[src/rtl/shift_seq_ctrl.sv]
// Command sequencer for the 8-bit left/right shift register: shifts a command word in over sl/sr/sdin
// and keeps a shadow of the register. Optional q-vs-shadow checker enabled by SHIFT_SEQ_CHECK_EN.
module shift_seq_ctrl #(
  parameter int WIDTH = 8,
  parameter int CNT_W = 4
) (
  input  logic             clk,
  input  logic             reset,
  input  logic             cmd_valid,
  output logic             cmd_ready,
  input  logic             cmd_dir,
  input  logic [WIDTH-1:0] cmd_data,
  input  logic [CNT_W-1:0] cmd_count,
  input  logic             abort,
  output logic             sl,
  output logic             sr,
  output logic             sdin,
  output logic             busy,
  output logic             done,
  output logic             aborted,
  output logic [WIDTH-1:0] shadow,
  input  logic [WIDTH-1:0] q
`ifdef SHIFT_SEQ_CHECK_EN
  ,
  output logic             mismatch
`endif
);

  typedef enum logic [1:0] {
    ST_IDLE  = 2'd0,
    ST_SHIFT = 2'd1,
    ST_DONE  = 2'd2
  } state_t;

  localparam logic [CNT_W-1:0] WIDTH_C = CNT_W'(WIDTH);
  localparam logic [CNT_W-1:0] ONE_C   = CNT_W'(1);
  localparam logic [CNT_W-1:0] ZERO_C  = CNT_W'(0);

  state_t           state_r, state_s;
  logic             dir_r, dir_s;
  logic [WIDTH-1:0] data_r, data_s;
  logic [CNT_W-1:0] n_r, n_s;
  logic [CNT_W-1:0] k_r, k_s;
  logic             sl_r, sl_s;
  logic             sr_r, sr_s;
  logic             sdin_r, sdin_s;
  logic             busy_r, busy_s;
  logic             done_r, done_s;
  logic             aborted_r, aborted_s;
  logic             ready_r, ready_s;
  logic [WIDTH-1:0] shadow_r, shadow_s;

  // A count of zero or beyond the register width means a full-width load.
  function automatic logic [CNT_W-1:0] eff_count(input logic [CNT_W-1:0] cnt);
    if ((cnt == ZERO_C) || (cnt > WIDTH_C)) begin
      return WIDTH_C;
    end else begin
      return cnt;
    end
  endfunction

  function automatic logic pick_bit(input logic [WIDTH-1:0] data, input logic dir,
                                    input logic [CNT_W-1:0] n, input logic [CNT_W-1:0] k);
    logic [CNT_W-1:0] idx;
    logic [WIDTH-1:0] tmp;
    idx = dir ? k : (n - k - ONE_C);
    tmp = data >> idx;
    return tmp[0];
  endfunction

  // Next-state, next-output and shadow-register logic.
  always_comb begin
    state_s   = state_r;
    dir_s     = dir_r;
    data_s    = data_r;
    n_s       = n_r;
    k_s       = k_r;
    sl_s      = 1'b0;
    sr_s      = 1'b0;
    sdin_s    = 1'b0;
    busy_s    = 1'b0;
    done_s    = 1'b0;
    aborted_s = 1'b0;
    ready_s   = 1'b0;
    case (state_r)
      ST_IDLE: begin
        if (cmd_valid && ready_r) begin
          state_s = ST_SHIFT;
          dir_s   = cmd_dir;
          data_s  = cmd_data;
          n_s     = eff_count(cmd_count);
          k_s     = ZERO_C;
          busy_s  = 1'b1;
          sl_s    = ~cmd_dir;
          sr_s    = cmd_dir;
          sdin_s  = pick_bit(cmd_data, cmd_dir, eff_count(cmd_count), ZERO_C);
        end else begin
          ready_s = 1'b1;
        end
      end
      ST_SHIFT: begin
        // The shift in flight at this edge still lands; abort only stops later ones.
        if (abort || (k_r == (n_r - ONE_C))) begin
          state_s   = ST_DONE;
          done_s    = 1'b1;
          aborted_s = abort;
        end else begin
          k_s    = k_r + ONE_C;
          busy_s = 1'b1;
          sl_s   = ~dir_r;
          sr_s   = dir_r;
          sdin_s = pick_bit(data_r, dir_r, n_r, k_r + ONE_C);
        end
      end
      ST_DONE: begin
        state_s = ST_IDLE;
        ready_s = 1'b1;
      end
      default: begin
        state_s = ST_IDLE;
        ready_s = 1'b1;
      end
    endcase

    if (sl_r) begin
      shadow_s = {shadow_r[WIDTH-2:0], sdin_r};
    end else if (sr_r) begin
      shadow_s = {sdin_r, shadow_r[WIDTH-1:1]};
    end else begin
      shadow_s = shadow_r;
    end
  end

  // State and registered-output update.
  always_ff @(posedge clk or posedge reset) begin
    if (reset) begin
      state_r   <= ST_IDLE;
      dir_r     <= 1'b0;
      data_r    <= {WIDTH{1'b0}};
      n_r       <= ZERO_C;
      k_r       <= ZERO_C;
      sl_r      <= 1'b0;
      sr_r      <= 1'b0;
      sdin_r    <= 1'b0;
      busy_r    <= 1'b0;
      done_r    <= 1'b0;
      aborted_r <= 1'b0;
      ready_r   <= 1'b1;
      shadow_r  <= {WIDTH{1'b0}};
    end else begin
      state_r   <= state_s;
      dir_r     <= dir_s;
      data_r    <= data_s;
      n_r       <= n_s;
      k_r       <= k_s;
      sl_r      <= sl_s;
      sr_r      <= sr_s;
      sdin_r    <= sdin_s;
      busy_r    <= busy_s;
      done_r    <= done_s;
      aborted_r <= aborted_s;
      ready_r   <= ready_s;
      shadow_r  <= shadow_s;
    end
  end

  assign cmd_ready = ready_r;
  assign sl        = sl_r;
  assign sr        = sr_r;
  assign sdin      = sdin_r;
  assign busy      = busy_r;
  assign done      = done_r;
  assign aborted   = aborted_r;
  assign shadow    = shadow_r;

`ifdef SHIFT_SEQ_CHECK_EN
  logic shifted_r;
  logic mismatch_r;

  // Sticky compare of the real register against the shadow in the cycle after each shift.
  always_ff @(posedge clk or posedge reset) begin
    if (reset) begin
      shifted_r  <= 1'b0;
      mismatch_r <= 1'b0;
    end else begin
      shifted_r  <= sl_r | sr_r;
      mismatch_r <= mismatch_r | (shifted_r & (q != shadow_r));
    end
  end

  assign mismatch = mismatch_r;
`else
  logic unused_q;
  assign unused_q = ^q;
`endif

endmodule

[config.mk]
export PLATFORM = sky130hd
export DESIGN_NAME = shift_seq_ctrl
export DESIGN_NICKNAME = d
export VERILOG_FILES = /design/src/rtl/shift_seq_ctrl.sv
export SDC_FILE = /design/constraint.sdc
export NUM_CORES = 1
export LEC_CHECK = 0
export BUFFER_PORTS_ARGS = -buffer_cell sky130_fd_sc_hd__buf_2
export CELL_PAD_IN_SITES_DETAIL_PLACEMENT = 1
export CELL_PAD_IN_SITES_GLOBAL_PLACEMENT = 2
export CORE_UTILIZATION = 30
export CTS_CLUSTER_DIAMETER = 60
export DETAILED_ROUTE_END_ITERATION = 10
export GPL_ROUTABILITY_DRIVEN = 0
export HOLD_SLACK_MARGIN = 0.08
export PLACE_DENSITY = 0.84
export SYNTH_ARGS = -nofsm -noshare
export SYNTH_HDL_FRONTEND = slang
export SYNTH_SLANG_ARGS = --single-unit
[constraint.sdc]
create_clock -name clk -period 2.45 [get_ports clk]
set_clock_uncertainty 0.2 [all_clocks]
set_input_delay 0.49 -clock clk [delete_from_list [all_inputs] [get_ports clk]]
set_output_delay 0.49 -clock clk [all_outputs]
set_load 0.005 [all_outputs]
Word level (Yosys, flattened, before mapping)
Index checks and enable logic that the tools add are counted.

Word-level logic and storage cells: 69. Register bits: 34. Input bits: 25.

Add/sub/neg operators: 5. Shift-type cells: 2. Muxes and demuxes: 31. Reductions and logical operators: 10. Order comparisons: 1. Eq/ne operators: 5. Bitwise operators: 2.

Operators by type and width (number): 4-bit 2-to-1 mux (7); 8-bit 2-to-1 mux (2); 8-bit by 4-bit right shift with 1-bit output (2); 1-bit 2-to-1 mux (13); 4-bit by 1-bit subtractor with 4-bit output, second input constant (3); 1-bit case mux with 2 select lines (5); 4-bit case mux with 2 select lines (1); 2-bit inequality test, second input constant (3); 4-bit by 1-bit adder with 4-bit output, second input constant (1); 4-bit == test (1); 4-bit greater-than comparator, second input constant (1); 4-bit logical NOT (1); 2-bit 2-to-1 mux (2); 2-bit case mux with 2 select lines (1); 2-bit AND reduction (2); 2-bit nonzero test (2); 4-bit subtractor (1); 3-bit AND reduction (1); 2-bit by 1-bit == test with 1-bit output, second input constant (1); 2-bit logical NOT (1); 1-bit logical OR (2); 1-bit inverter (2); 1-bit logical AND (1).

Depth between registers and ports, before layout
Depth after elaboration: 10. Depth in mapped cells: 8.

Least setup slack after synthesis
No wires, ideal clock.

Path kind: register to register. Start point: register k_r[0]. End point: register sdin_r (netlist: sdin). Cell stages (with the launch flop): 9. Setup slack: -105 ps. Arrival time: 2228 ps. Setup time: 127 ps. Path through: dfrtp_1 > ha_1 > inv_1 > fa_1 > xnor2_1 > mux2_4 > mux4_1 > mux2i_1 > o32ai_1.

Word-level cells in the longest chain between the ends: 7. Elaborated cells on any way between the ends: 9. Classes of those cells: 3 x add/sub; 1 x eq/ne; 1 x shift; 3 x mux; 1 x reduce/logical.

Ends and longest elaborated chain: start, declared (line 43) `logic [CNT_W-1:0] k_r, k_s;`; start signal, assigned (line 155) `k_r <= k_s;`; 4-bit by 1-bit adder with 4-bit output (line 112) `sdin_s = pick_bit(data_r, dir_r, n_r, k_r + ONE_C);`; 4-bit subtractor (line 66) `idx = dir ? k : (n - k - ONE_C);`; 4-bit by 1-bit subtractor with 4-bit output (line 66); 4-bit 2-to-1 mux (line 66); 8-bit by 4-bit right shift with 1-bit output (line 67) `tmp = data >> idx;`; 1-bit 2-to-1 mux * (line 103) `if (abort || (k_r == (n_r - ONE_C))) begin`; 1-bit case mux with 2 select lines * (line 85) `case (state_r)`; net sdin_s (line 46) `logic sdin_r, sdin_s;`; end signal, assigned (line 158) `sdin_r <= sdin_s;`; end, declared (line 46).

The timed path passes the listed nets; every way through them passes the cells marked *. A chain may end at the register's enable or synchronous reset.

Worst setup path in the final report
Same ends and word-level chain as after synthesis.

==> metrics.yaml <==
detailed_routing:
  firstDrtPassIters: 4
  avgRoutedWirePerCell_um: 13.9
  antenna_left: 0
  first_iter_violations: 24
  route.detailed.drc: 0
  vias: 1411
  wl_um: 4090
  routed_via_density: 4.80
logic_synthesis:
  avgSynthCellArea_um2: 10.3
  syn_nets: 206
  yosysUniqueCellTypes: 33
  synth_area_leaders: "dfrtp_1 (46%), nand2_1 (8.6%), mux2i_1 (7.3%)"
  synthArstFlopShare_pct: 100
  synthMuxAreaShare_pct: 12.9
  synth_edf_count: 0
  synth-seq-cells: 34
  netlist_area_um2: 1790
  synthAdderAreaFrac_pct: 5.30
  synth_top_family_by_area: "simple AND/OR/NAND/NOR gates"
  synth-xor-area-share_pct: 5.16
  yosys_most_used_dff: "dfrtp_1"
  synth_compound_area_share_pct: 8.65
  ys.warnings.count: 0
  syn-instance-count: 174
  synth_top_area_cell: "dfrtp_1"
  synth_simple_gate_area_share_pct: 15.6
  synth_seq_area_share_pct: 47.5
  synth_top_area_share_pct: 46.1
sta:
  fin_crit_ps: 2550
  report.final.setup_viol: 1
  fin_crit_sh_pct: 104
  fin_ws_ps: -98.5
  report.final.slew_viol_count: 0
  tns_ps: -98.5
  rsz0062_at_grt: "true"
  relSlewSlack_pct: 55.5
  max_freq_mhz: 392
  worstMarginPinSlew_ps: 667
  finalHoldViolations: 0
worst_setup_path:
  slowest_delay_ps: 440
  worstPathArrival_ps: 2490
  cp.required_ps: 2390
  endpoint_kind: "register"
  cp_cell_sequence: "buf_6 > ha_4 > fa_2 > xnor2_2 > mux2_4 > mux4_2 > mux2i_1 > o32ai_2"
  worst-path-buf-inv: 1
  worstPathMaxFanout: 3
  cp-start-kind: "register"
  slowest_stage: "dfrtp_2"
  path_class: "register to register"
  crit_family: "multiplexers"
finish:
  nets: 253
  final_util_pct: 40.0
  area_delta_synth_final_pct: 25.8
  layout-drive-gt1-share_pct: 31.5
  insertedDiodeCount: 0
floorplan:
  start_util_pct: 31.8
  rows: 27
  dieArea_um2: 6290
  fp.dieW_um: 79.3
  die_height_um: 79.3
  pin_count: 40
  core_um2: 5640
clocking:
  cts_buffers: 5
  worstSkewPairLatency_ps: 290
  hold_buffers: 0
  clk_path_buf_depth: 2
  clk_pin_slew_ps: 70
  clock-root-buffer: "clkbuf_8"
  cts.sink_count: 34
  htreeDepth: 2
  tritoncts: "yes"
power_and_ir_drop:
  power-per-cell-area_nw_per_um2: 1190
  peakVddDrop_mv: 0.336
  power_leakage_nw: 1.11
run_status:
  violations: "setup timing"
  status: "finished, violations left"
global_routing:
  grt_max_degree: 35
  first_global_vias: 1457
  antenna_found_initial: 0
  grt_use_total_pct: 14.5
  gr-total-overflow: 0
  grt_pass1_wl_um: 6850
min_path:
  min_path_type: "primary input to async pin"
placed_design:
  port_buffers: 31
  place_hpwl_um: 3000
run:
  maxCapViolCount: 0
final timing paths:
path | cells after the start | endpoint | start | slack (ps)
worst max-delay path | 8 | sdin | k_r[0] | -100
max in group asynchronous | 3 | k_r[0] | reset | 1610
min in group clk | 3 | data_r[5] | cmd_data[5] | 210
worst min register to register | 2 | data_r[2] | data_r[2] | 270
worst min-delay path | 3 | sl | reset | 110
worst max register to register | 8 | sdin | k_r[0] | -100
cells by family (layout without fill, tap and decap cells):
kind of cell	Yosys count	after routing
xor+xnor	9	9
simple gates	64	64
fa+ha+maj	7	7
flops	34	34
compound gates	27	27
mux	18	18
buf+inv	15	63
registers in the layout, summed over array words and instances, names as in the netlist:
| name | flops |
|---|---|
| cmd_ready | 1 |
| done | 1 |
| state_r | 2 |
| sl | 1 |
| dir_r | 1 |
| aborted | 1 |
| n_r | 4 |
| shadow | 8 |
| data_r | 8 |
| busy | 1 |
| sdin | 1 |
| sr | 1 |
| k_r | 4 |
through the flow:
| step | hold slack (ps) | instance area (µm²) | power, mW | instances | worst slack (ps) |
|---|---|---|---|---|---|
| after global placement | 260 | 2100 | 2.14 | 285 | -89.1 |
| final | 106 | 2250 | 2.67 | 294 | -98.5 |
| after CTS | 117 | 2200 | 2.63 | 294 | -96.3 |
| after floorplan | 240 | 1800 | 1.80 | 174 | 8.00 |
| after detailed placement | 263 | 2100 | 2.20 | 285 | -179 |
| after global routing | 136 | 2250 | 2.92 | 294 | -207 |
layout by cell type (no fill, tap or decap), types with 2 or more instances in the layout:
cell type   n
nand2b_1    5
mux4_2      3
nor2_1      4
a22oi_1     2
clkbuf_8    5
and3_1      3
o22ai_1     2
inv_1       7
a21oi_1     3
o21ai_0    16
clkinv_2    2
dfrtp_1    32
nand3_1     5
xor2_1      2
buf_4      15
buf_2      31
ha_4        3
nand2_1    41
xnor2_1     4
mux2i_1    13
ha_1        3
nor3_1      3
worst register-to-register path: stages, from the launching register on:
cell,delay (ps)
dfrtp_2,440
buf_6,130
ha_4,160
fa_2,370
xnor2_2,130
mux2_4,280
mux4_2,410
mux2i_1,170
o32ai_2,100
area by class of cell:
class	count	area (µm²)
clock buffers	6	72.6
multi-input cells	125	920
inverters	8	30.0
repair buffers	47	279
flip-flops and latches	34	853
fillers	654	3390
clock inverters	2	10.0
well taps	72	90.1
Yosys cell counts, drive strengths merged (3+ instances only):
library cell and count:
nand3 5, a21oi 3, nor2 4, xnor2 6
nand2b 5, inv 8, clkbuf 7, and3 3
mux4 3, ha 6, nand2 41, mux2i 13
dfrtp 33, o21ai 16, nor3 3
metal layers:
layer	GRT usage (%)	part of all wire, %	up-vias
met5	0	0	-
met4	3.82	0.81	0
met3	3.79	4.2	4
met2	23.4	47	41
met1	19.0	48	679
li1	-	-	687
what timing repair did:
item	CTS	global route
pin swaps	0	3
setup endpoints to repair	1	1
setup buffers	1	0
resized for setup	2	7
power breakdown:
group          internal [mW]  switching [mW]  leakage [nW]
clock                  0.197           0.202        0.0450
sequential             0.783           0.231         0.442
combinational          0.697           0.563         0.624
Note: power is estimated with default switching activity, not from simulation.
